--- config.mk ---
export PLATFORM = sky130hd
export DESIGN_NAME = hood_mode_ctrl
export DESIGN_NICKNAME = d
export VERILOG_FILES = /design/src/rtl/hood_pkg.sv /design/src/rtl/hood_sec_timer.sv /design/src/rtl/hood_mode_ctrl.sv
export SDC_FILE = /design/constraint.sdc
export NUM_CORES = 1
export LEC_CHECK = 0
export CAP_MARGIN = 0
export CORE_MARGIN = 1.5
export CORE_UTILIZATION = 58
export DETAILED_ROUTE_END_ITERATION = 6
export PLACE_DENSITY = 0.89
export RECOVER_POWER = 100
export SLEW_MARGIN = 20
export SYNTH_ARGS = -nofsm -noshare
export SYNTH_HDL_FRONTEND = slang
export SYNTH_SLANG_ARGS = --single-unit
export TNS_END_PERCENT = 5
--- constraint.sdc ---
create_clock -name clk -period 5.44 [get_ports clk]
set_clock_uncertainty 0.2 [all_clocks]
set_input_delay 0.544 -clock clk [delete_from_list [all_inputs] [get_ports clk]]
set_output_delay 0.544 -clock clk [all_outputs]
set_load 0.005 [all_outputs]
--- src/rtl/hood_pkg.sv ---
// Shared definitions for the cooker-hood controller: state codes, button commands, level width.
// Latency: none (types and constant functions only). Backpressure: n/a.
// Sibling blocks import this package.
package hood_pkg;

  typedef enum logic [2:0] {
    ST_OFF     = 3'd0,
    ST_STANDBY = 3'd1,
    ST_RUN     = 3'd2,
    ST_STORM   = 3'd3,
    ST_CLEAN   = 3'd4
  } hood_state_t;

  // One winning button per clk after priority resolution.
  typedef enum logic [2:0] {
    CMD_NONE,
    CMD_STOP,
    CMD_STORM,
    CMD_CLEAN,
    CMD_UP,
    CMD_DOWN
  } hood_cmd_t;

  // Fan level must hold 0 (off), 1..num_levels and the storm level num_levels+1.
  function automatic int lvl_width(input int num_levels);
    return $clog2(num_levels + 2);
  endfunction

endpackage

--- src/rtl/hood_sec_timer.sv ---
// Loadable 16-bit seconds down-counter; expire marks the tick that takes the count from 1 to 0.
// Latency: load/clear/decrement registered; expire is combinational in the clk of that tick.
// Backpressure: none; load beats clear beats tick, and the count never wraps below 0.
module hood_sec_timer (
  input  logic        clk,
  input  logic        reset,
  input  logic        load,
  input  logic [15:0] load_val,
  input  logic        clear,
  input  logic        tick,
  output logic [15:0] count,
  output logic        expire
);

  assign expire = tick && (count == 16'd1);

  always_ff @(posedge clk) begin
    if (reset) begin
      count <= '0;
    end else if (load) begin
      count <= load_val;
    end else if (clear) begin
      count <= '0;
    end else if (tick && (count != 16'd0)) begin
      count <= count - 16'd1;
    end
  end

endmodule

--- src/rtl/hood_mode_ctrl.sv ---
// Cooker-hood mode controller (OFF/STANDBY/RUN/STORM/CLEAN) with fan level, timed modes and clean reminder.
// Latency: every transition registered, visible one clk after its cause. Backpressure: none, losing pulses are dropped.
// Idle auto-off request is built only when HOOD_AUTO_OFF_EN is defined; otherwise auto_off is tied low.
module hood_mode_ctrl
  import hood_pkg::*;
#(
  parameter int NUM_LEVELS = 3,
  parameter int STORM_SEC  = 60,
  parameter int CLEAN_SEC  = 180,
  parameter int REMIND_SEC = 36000,
  parameter int IDLE_SEC   = 300,
  localparam int LW        = lvl_width(NUM_LEVELS)
) (
  input  logic          clk,
  input  logic          reset,
  input  logic          tick_1hz,
  input  logic          power_on,
  input  logic          btn_up,
  input  logic          btn_down,
  input  logic          btn_stop,
  input  logic          btn_storm,
  input  logic          btn_clean,
  output logic [2:0]    state,
  output logic [LW-1:0] fan_level,
  output logic [15:0]   countdown,
  output logic [23:0]   work_sec,
  output logic          remind,
  output logic          auto_off
);

  localparam logic [LW-1:0] LVL_ONE   = LW'(1);
  localparam logic [LW-1:0] LVL_MAX   = LW'(NUM_LEVELS);
  localparam logic [LW-1:0] LVL_STORM = LW'(NUM_LEVELS + 1);

  hood_state_t   state_q, state_nxt;
  logic [LW-1:0] lvl_q, lvl_nxt;
  logic          storm_used_q;
  hood_cmd_t     cmd;
  logic          tmr_load, tmr_clear, tmr_expire;
  logic [15:0]   tmr_load_val;
  logic          clean_done;
  logic [23:0]   work_nxt;

  always_comb begin
    cmd = CMD_NONE;
    if (btn_stop)       cmd = CMD_STOP;
    else if (btn_storm) cmd = CMD_STORM;
    else if (btn_clean) cmd = CMD_CLEAN;
    else if (btn_up)    cmd = CMD_UP;
    else if (btn_down)  cmd = CMD_DOWN;
  end

  always_ff @(posedge clk) begin
    if (reset) begin
      state_q      <= ST_OFF;
      lvl_q        <= '0;
      storm_used_q <= 1'b0;
    end else begin
      state_q <= state_nxt;
      lvl_q   <= lvl_nxt;
      if (!power_on)               storm_used_q <= 1'b0;
      else if (state_nxt == ST_STORM) storm_used_q <= 1'b1;
    end
  end

  // An ignored button in STORM/CLEAN lets a coincident expiry still take effect.
  always_comb begin
    state_nxt = state_q;
    lvl_nxt   = lvl_q;
    if (!power_on) begin
      state_nxt = ST_OFF;
      lvl_nxt   = '0;
    end else begin
      case (state_q)
        ST_OFF: state_nxt = ST_STANDBY;
        ST_STANDBY: begin
          case (cmd)
            CMD_STORM: if (!storm_used_q) begin
              state_nxt = ST_STORM;
              lvl_nxt   = LVL_STORM;
            end
            CMD_CLEAN: state_nxt = ST_CLEAN;
            CMD_UP: begin
              state_nxt = ST_RUN;
              lvl_nxt   = LVL_ONE;
            end
            default: ;
          endcase
        end
        ST_RUN: begin
          case (cmd)
            CMD_STOP: begin
              state_nxt = ST_STANDBY;
              lvl_nxt   = '0;
            end
            CMD_STORM: if (!storm_used_q) begin
              state_nxt = ST_STORM;
              lvl_nxt   = LVL_STORM;
            end
            CMD_UP: if (lvl_q < LVL_MAX) lvl_nxt = lvl_q + LVL_ONE;
            CMD_DOWN: begin
              if (lvl_q <= LVL_ONE) begin
                state_nxt = ST_STANDBY;
                lvl_nxt   = '0;
              end else begin
                lvl_nxt = lvl_q - LVL_ONE;
              end
            end
            default: ;
          endcase
        end
        ST_STORM: begin
          if (cmd == CMD_STOP) begin
            state_nxt = ST_STANDBY;
            lvl_nxt   = '0;
          end else if (tmr_expire) begin
            state_nxt = ST_RUN;
            lvl_nxt   = LVL_MAX;
          end
        end
        ST_CLEAN: begin
          if ((cmd == CMD_STOP) || tmr_expire) begin
            state_nxt = ST_STANDBY;
            lvl_nxt   = '0;
          end
        end
        default: begin
          state_nxt = ST_OFF;
          lvl_nxt   = '0;
        end
      endcase
    end
  end

  always_comb begin
    tmr_load     = 1'b0;
    tmr_load_val = '0;
    tmr_clear    = 1'b0;
    if ((state_nxt != state_q) && (state_nxt == ST_STORM)) begin
      tmr_load     = 1'b1;
      tmr_load_val = 16'(STORM_SEC);
    end else if ((state_nxt != state_q) && (state_nxt == ST_CLEAN)) begin
      tmr_load     = 1'b1;
      tmr_load_val = 16'(CLEAN_SEC);
    end
    if ((state_nxt != ST_STORM) && (state_nxt != ST_CLEAN)) tmr_clear = 1'b1;
    clean_done = (state_q == ST_CLEAN) && (state_nxt == ST_STANDBY) && (cmd != CMD_STOP);
    state      = state_q;
    fan_level  = lvl_q;
  end

  hood_sec_timer u_timer (
    .clk      (clk),
    .reset    (reset),
    .load     (tmr_load),
    .load_val (tmr_load_val),
    .clear    (tmr_clear),
    .tick     (tick_1hz),
    .count    (countdown),
    .expire   (tmr_expire)
  );

  always_comb begin
    work_nxt = work_sec;
    if (tick_1hz && (lvl_q != '0) && (work_sec != '1)) work_nxt = work_sec + 24'd1;
  end

  // Remind rises in the same clk work_sec reaches the threshold and survives power-off.
  always_ff @(posedge clk) begin
    if (reset) begin
      work_sec <= '0;
      remind   <= 1'b0;
    end else if (clean_done) begin
      work_sec <= '0;
      remind   <= 1'b0;
    end else begin
      work_sec <= work_nxt;
      if (work_nxt >= 24'(REMIND_SEC)) remind <= 1'b1;
    end
  end

`ifdef HOOD_AUTO_OFF_EN
  localparam int IW = (IDLE_SEC > 1) ? $clog2(IDLE_SEC + 1) : 1;

  logic [IW-1:0] idle_cnt;
  logic          idle_hold;

  assign idle_hold = (state_q == ST_STANDBY) && (state_nxt == ST_STANDBY) &&
                     !(btn_up || btn_down || btn_stop || btn_storm || btn_clean);

  always_ff @(posedge clk) begin
    if (reset) begin
      idle_cnt <= '0;
      auto_off <= 1'b0;
    end else begin
      auto_off <= 1'b0;
      if (!idle_hold) begin
        idle_cnt <= '0;
      end else if (tick_1hz) begin
        if (idle_cnt == IW'(IDLE_SEC - 1)) begin
          idle_cnt <= '0;
          auto_off <= 1'b1;
        end else begin
          idle_cnt <= idle_cnt + IW'(1);
        end
      end
    end
  end
`else
  assign auto_off = 1'b0;
`endif

endmodule

==> impl_metrics.toml, run 1 <==
[clocking]
hold_buffers = 0
cts_tree = "yes"
htree_levels = 2
cts_max_path_buffers = 2
cts.sinks = 48
clk_pin_slew_ns = 0.09
clk_latency_ns = 0.31
cts_resized = 0
numCtsBuffers = 5
cts_setup_buffers = 0
cts-root-buf = "clkbuf_8"

[sta]
final_max_slew_viol_count = 0
rsz0062_at_grt = "no"
worst_slew_pin_slew_ns = 0.8869
period_share = 0.7263
min_period_ns = 3.951
setup_ws_ns = 1.489
whs_ns = 0.3220
setup_viol = 0
final.setup.tns_ns = 0
fmax_mhz = 253.1
relSlewSlack = 0.4087
hold_viol = 0

[setup_path]
cp.arrival_ns = 3.96
timing.rr.start = "state[2]"
cp_num_buf_inv = 1
r2r_slack_ns = 2.09
path_class = "in2reg"
crit_family = "compound AO/OA/AOI/OAI gates"
worstSetupEndpointType = "flip-flop"
worstSetupStartpoint = "btn_storm"
crit_path_max_fanout = 11
path_cells = "dlygate4sd3_1, or4b_1, o41ai_1, nor3_1, o41ai_1, nand4_1, a211oi_1"
cp_slowest_stage_delay_ns = 0.66
rr_worst_depth = 7
cp.depth = 7
cpMostUsedCell = "o41ai_1"
r2r-end = "u_timer.count[1]"
crit_path_start_kind = "input port"
crit_required_ns = 5.44
cp_slowest_cell = "dlygate4sd3_1"

[drt]
dr_wl_met2_mm = 3.923
wl_mm = 7.793
post_drt_via_cell_ratio = 6.141
wl_per_cell_um = 15.28
wl_met3_um = 415
drt_iter0_markers = 187
dr.pass1.iters = 4
ant_nets = 0
drc_errors = 0
via_count = 3132
wl_met1_mm = 3.272
highest_layer = "met4"

[floorplanning]
start_util = 0.5965
core_area_mm2 = 0.005439
die-area_mm2 = 0.006051
io_pins = 57
die_h_um = 77.79
die_width_um = 77.79
num_rows = 27

[worst_hold_path]
hp-start = "u_timer.count[10]"
hp-class = "reg2reg"
min_path_cells = 2
hold_end = "u_timer.count[10]"

[global_routing]
antenna_found_initial = 0
grt_pass1_vias = 2876
grt-ovfl-total = 0
grt_usage = 0.2612
grt_max_degree = 26
grt_pass1_wl_mm = 12.99

[outcome]
outcome = "finished, final reports clean"

[pwr]
p_comb_frac = 0.084
netSwitchingFraction = 0.2379
netSwitchingPower_uw = 164.2
power_density_mw_per_mm2 = 180.1
share_seq_of_total_power = 0.517
p_int_uw = 525.8
vdd_drop_max_uv = 130.6
p_clk_frac = 0.400
power.leakage_uw = 0.001460

[place]
hpwl_mm = 5.541
port_buffers = 55
pre_cts_slack_ns = 1.838
place_congestion = 0.9397

[yosys]
synth_most_common_cell = "nor2_1"
synth_top_area_share = 0.2962
synth_commonest_cells = "nor2_1, dfxtp_1, nand2_1, xnor2_1, a21oi_1"
synth_seq_cells = 48
synth_edf_count = 0
synth_nets = 408
synthArstFlopShare = 0
synthCells = 391
synth.largest_area_cell = "dfxtp_1"
synth.avg_cell_area_um2 = 8.298
yosysWarnings = 0
synth_area_leaders = "dfxtp_1, nor2_1, xnor2_1"
syn_area_mm2 = 0.003244
synth_ff_type = "dfxtp_1"
seq_area_frac_synth = 0.2962
yosys.cell_types.count = 70

[layout]
antenna_cells = 0
fillers = 454
area_growth_pct = 18.09
drive_gt1_frac = 0.07078
final_net_count = 454

[job]
maxCapViolations = 0
[per-stage QoR]
step	std cells	cell area [um^2]	total power, uW	utilization
floorplan	391	3244	408.8	-
global placement	502	3785	424.5	0.6959
detailed placement	502	3785	425.7	0.6959
CTS	510	3906	696.1	0.7182
global route	510	3831	714.3	0.7044
finish	510	3831	690.0	0.7044
[flip-flops by register name, indices dropped and copies added, names as in the netlist]
name / flops
fan_level: 3
remind: 1
state: 3
storm_used_q: 1
u_timer.count: 16
work_sec: 24
[logic make-up (layout without fill, tap and decap cells)]
kind of cell | after synthesis | in the layout | synth area share
mux | 3 | 3 | 0.009641
compound gates | 79 | 79 | 0.1820
buf+inv | 29 | 76 | 0.04589
xor+xnor | 37 | 37 | 0.09988
other cells | 1 | 1 | 0.001156
flops | 48 | 48 | 0.2962
fa+ha+maj | 8 | 8 | 0.03085
simple gates | 186 | 186 | 0.3344
[worst max path at each step]
stage / endpoint
after floorplan: u_timer.count[6]
after global placement: u_timer.count[1]
after detailed placement: u_timer.count[1]
after CTS: u_timer.count[1]
after global routing: u_timer.count[1]
final: u_timer.count[1]
[per-layer routing]
metal / vias to the layer above / global-route usage
met5: - / 0
met1: 1490 / 0.3176
li1: 1509 / -
met3: 20 / 0.04353
met2: 113 / 0.4539
met4: 0 / 0.1055
[power by group through the flow]
stage / logic [uW] / registers, uW / clock network (uW)
3_5_place_dp: 60.9 / 365 / 0
4_1_cts: 61.5 / 357 / 278
2_1_floorplan: 46.2 / 363 / 0
3_3_place_gp: 59.6 / 365 / 0
6_report: 57.6 / 357 / 276
5_1_grt: 63.2 / 357 / 294
[cell usage in the layout, fill, tap and decap left out, drive strengths merged, types with 3 or more instances in the layout]
| master | Yosys | final |
|---|---|---|
| nor3b | 4 | 4 |
| o21ai | 14 | 14 |
| clkbuf | 5 | 6 |
| dfxtp | 48 | 48 |
| clkdlybuf4s50 | 0 | 5 |
| nor2 | 59 | 59 |
| nor3 | 15 | 15 |
| a211o | 4 | 4 |
| a221oi | 3 | 3 |
| a211oi | 10 | 10 |
| and2 | 4 | 4 |
| inv | 13 | 13 |
| o41ai | 3 | 3 |
| xnor2 | 23 | 23 |
| xor2 | 14 | 14 |
| a21oi | 20 | 20 |
| nand3 | 16 | 16 |
| nand4 | 13 | 13 |
| nand2b | 5 | 5 |
| nand2 | 28 | 28 |
| nor2b | 6 | 6 |
| or4 | 3 | 3 |
| or3 | 5 | 5 |
| o22ai | 3 | 3 |
| dlygate4sd3 | 0 | 50 |
| and3 | 6 | 6 |
| and4 | 5 | 5 |
| ha | 8 | 8 |
| nor4 | 11 | 11 |
[worst min-delay path, delay by kind of cell, from the launching register on]
| family | cells | cell delay, ns |
|---|---|---|
| DFF | 1 | 0.35 |
| AOI/OAI and AO/OA | 2 | 0.13 |
[area by class of cell]
type / instances / area, um^2 / area share
clock buffers: 6 / 82.58 / 0.02155
clock inverters: 2 / 38.79 / 0.01012
inverters: 13 / 48.80 / 0.01274
multi-input cells: 314 / 2059 / 0.5376
flip-flops and latches: 48 / 960.9 / 0.2508
well taps: 72 / 90.09 / 0.02351
repair buffers: 55 / 550.5 / 0.1437
Power figures use the tool's default switching activity.
==> run 2: changes to the inputs <==
--- a/config.mk
+++ b/config.mk
@@ -7,9 +7,9 @@
 export LEC_CHECK = 0
 export CAP_MARGIN = 0
 export CORE_MARGIN = 1.5
-export CORE_UTILIZATION = 58
+export CORE_UTILIZATION = 48
 export DETAILED_ROUTE_END_ITERATION = 6
-export PLACE_DENSITY = 0.89
+export PLACE_DENSITY = 0.79
 export RECOVER_POWER = 100
 export SLEW_MARGIN = 20
 export SYNTH_ARGS = -nofsm -noshare
==> constraint.sdc (replaced) <==
create_clock -name clk -period 3.2 [get_ports clk]
set_clock_uncertainty 0.2 [all_clocks]
set_input_delay 0.32 -clock clk [delete_from_list [all_inputs] [get_ports clk]]
set_output_delay 0.32 -clock clk [all_outputs]
set_load 0.005 [all_outputs]
==> impl_metrics.toml, run 2 (synthesis results as in run 1) <==
[setup_path]
timing.rr.start = "fan_level[0]"
r2r-end = "remind"
crit_path_start_kind = "flip-flop"
r2r_slack_ns = 0.35
rr_worst_depth = 9
path_class = "reg2reg"
crit_path_max_fanout = 8
cp.arrival_ns = 2.89
crit_required_ns = 3.24
worstSetupEndpointType = "flip-flop"
worstSetupStartpoint = "fan_level[0]"

[job]
maxCapViolations = 0

[sta]
final_max_slew_viol_count = 0
rsz0062_at_grt = "no"
worst_slew_pin_slew_ns = 0.8602
hold_viol = 0
relSlewSlack = 0.4231
period_share = 0.8894
setup_viol = 0
min_period_ns = 2.846
final.setup.tns_ns = 0
fmax_mhz = 351.3
setup_ws_ns = 0.3538

[worst_hold_path]
hp-class = "reg2reg"
min_path_cells = 2
hold_end = "u_timer.count[10]"
hp-start = "u_timer.count[10]"

[clocking]
cts_resized = 0
cts_setup_buffers = 0
cts-root-buf = "clkbuf_8"
cts_max_path_buffers = 2
hold_buffers = 0
clk_pin_slew_ns = 0.09
cts_tree = "yes"
numCtsBuffers = 5
clk_latency_ns = 0.30
htree_levels = 2
cts.sinks = 48

[pwr]
vdd_drop_max_uv = 180.2
share_seq_of_total_power = 0.527
power_density_mw_per_mm2 = 291.9
power.total_uw = 1151
p_clk_frac = 0.382
power.leakage_uw = 0.001502
netSwitchingPower_uw = 274.9
p_int_uw = 875.6
p_comb_frac = 0.092
netSwitchingFraction = 0.2390

[outcome]
outcome = "finished with violations"
violations = "DRC"

[global_routing]
grt_pass1_vias = 2764
antenna_found_initial = 0
grt_usage = 0.2098
grt-ovfl-total = 0
grt_pass1_wl_mm = 12.61
grt_max_degree = 26

[floorplanning]
die-area_mm2 = 0.007262
num_rows = 29
start_util = 0.5052
core_area_mm2 = 0.006422
die_width_um = 85.22
io_pins = 57
die_h_um = 85.22

[drt]
via_count = 3013
ant_nets = 0
post_drt_via_cell_ratio = 5.772
dr.pass1.iters = 6
drt_iter0_markers = 152
wl_per_cell_um = 14.28
drc_errors = 4
wl_mm = 7.454

[layout]
largest_register_ffs = 24
antenna_cells = 0
area_growth_pct = 21.48
layout_common_cells = "nor2_1, dfxtp_1, dlygate4sd3_1"
stdcell_area_mm2 = 0.003941
drive_gt1_frac = 0.09213
fillers = 583
mostFrequentLayoutCell = "nor2_1"
layout.cells.non_filler = 522
reg_top3 = "work_sec x24, u_timer.count x16"
top_register = "work_sec"
final_net_count = 461

[place]
pre_cts_slack_ns = 0.2013
port_buffers = 55
placedInstanceArea_mm2 = 0.003844
hpwl_mm = 5.536
place_congestion = 0.9188
dp_cells = 514
-- run 2: cell types whose count changed in the layout (fill, tap and decap cells not counted), sizes merged --
cell and delta:
clkdlybuf4s50 +4, dlygate4sd3 -4, clkbuf +1, buf +5, clkinvlp +1
-- run 2: final cells by class --
class                      instances  area [um^2]  area share
clock inverter                     3        42.54     0.01079
sequential                        48        960.9      0.2438
multi-input combinational        314         2127      0.5397
tap                               77        96.34     0.02444
timing repair buffer              62        596.8      0.1514
clock buffer                       5        68.82     0.01746
inverter                          13        48.80     0.01238
-- run 2: metal layers --
layer / global-route usage / vias to the layer above / wire (um)
li1: - / 1531 / -
met2: 0.3658 / 72 / 3611
met1: 0.2759 / 1402 / 3491
met3: 0.02724 / 8 / 283
met5: 0 / - / 0
met4: 0.04918 / 0 / 67
-- run 2: power by group through the flow --
stage	Clock, uW	Combinational (uW)	Sequential [uW]
3_5_place_dp	0	106	620
3_3_place_gp	0	105	620
6_report	439	105	606
5_1_grt	468	117	607
4_1_cts	450	107	606
2_1_floorplan	0	78.6	616
-- run 2: worst max path at each step --
stage / to / slack (ns) / depth (start not counted)
2_1_floorplan: remind / 0.67 / 9
3_3_place_gp: u_timer.count[1] / 0.31 / 8
3_5_place_dp: u_timer.count[1] / 0.20 / 8
4_1_cts: remind / 0.34 / 9
5_1_grt: remind / 0.08 / 9
6_report: remind / 0.35 / 9
-- run 2: worst max-delay path, stage by stage, from the launching register on --
cell and delay, ns:
dfxtp_1 0.47, inv_1 0.10, ha_1 0.21, nand2b_1 0.16, nand3_1 0.15, a211oi_1 0.75, a311o_1 0.27, a21oi_1 0.06
a221o_1 0.27, a31oi_1 0.15
-- run 2: per-stage QoR --
step	util	hold WS, ns
floorplan	-	0.1987
global placement	0.5985	0.2937
detailed placement	0.5985	0.3156
CTS	0.6158	0.3315
global route	0.6137	0.3582
finish	0.6137	0.3241
==> run 3: changes to the inputs <==
--- a/config.mk
+++ b/config.mk
@@ -9,6 +9,7 @@
 export CORE_MARGIN = 1.5
 export CORE_UTILIZATION = 48
 export DETAILED_ROUTE_END_ITERATION = 6
+export HOLD_SLACK_MARGIN = 0.15
 export PLACE_DENSITY = 0.79
 export RECOVER_POWER = 100
 export SLEW_MARGIN = 20
==> results of run 3 <==
No change in the layout: final DEF, timing and power equal those of run 2.
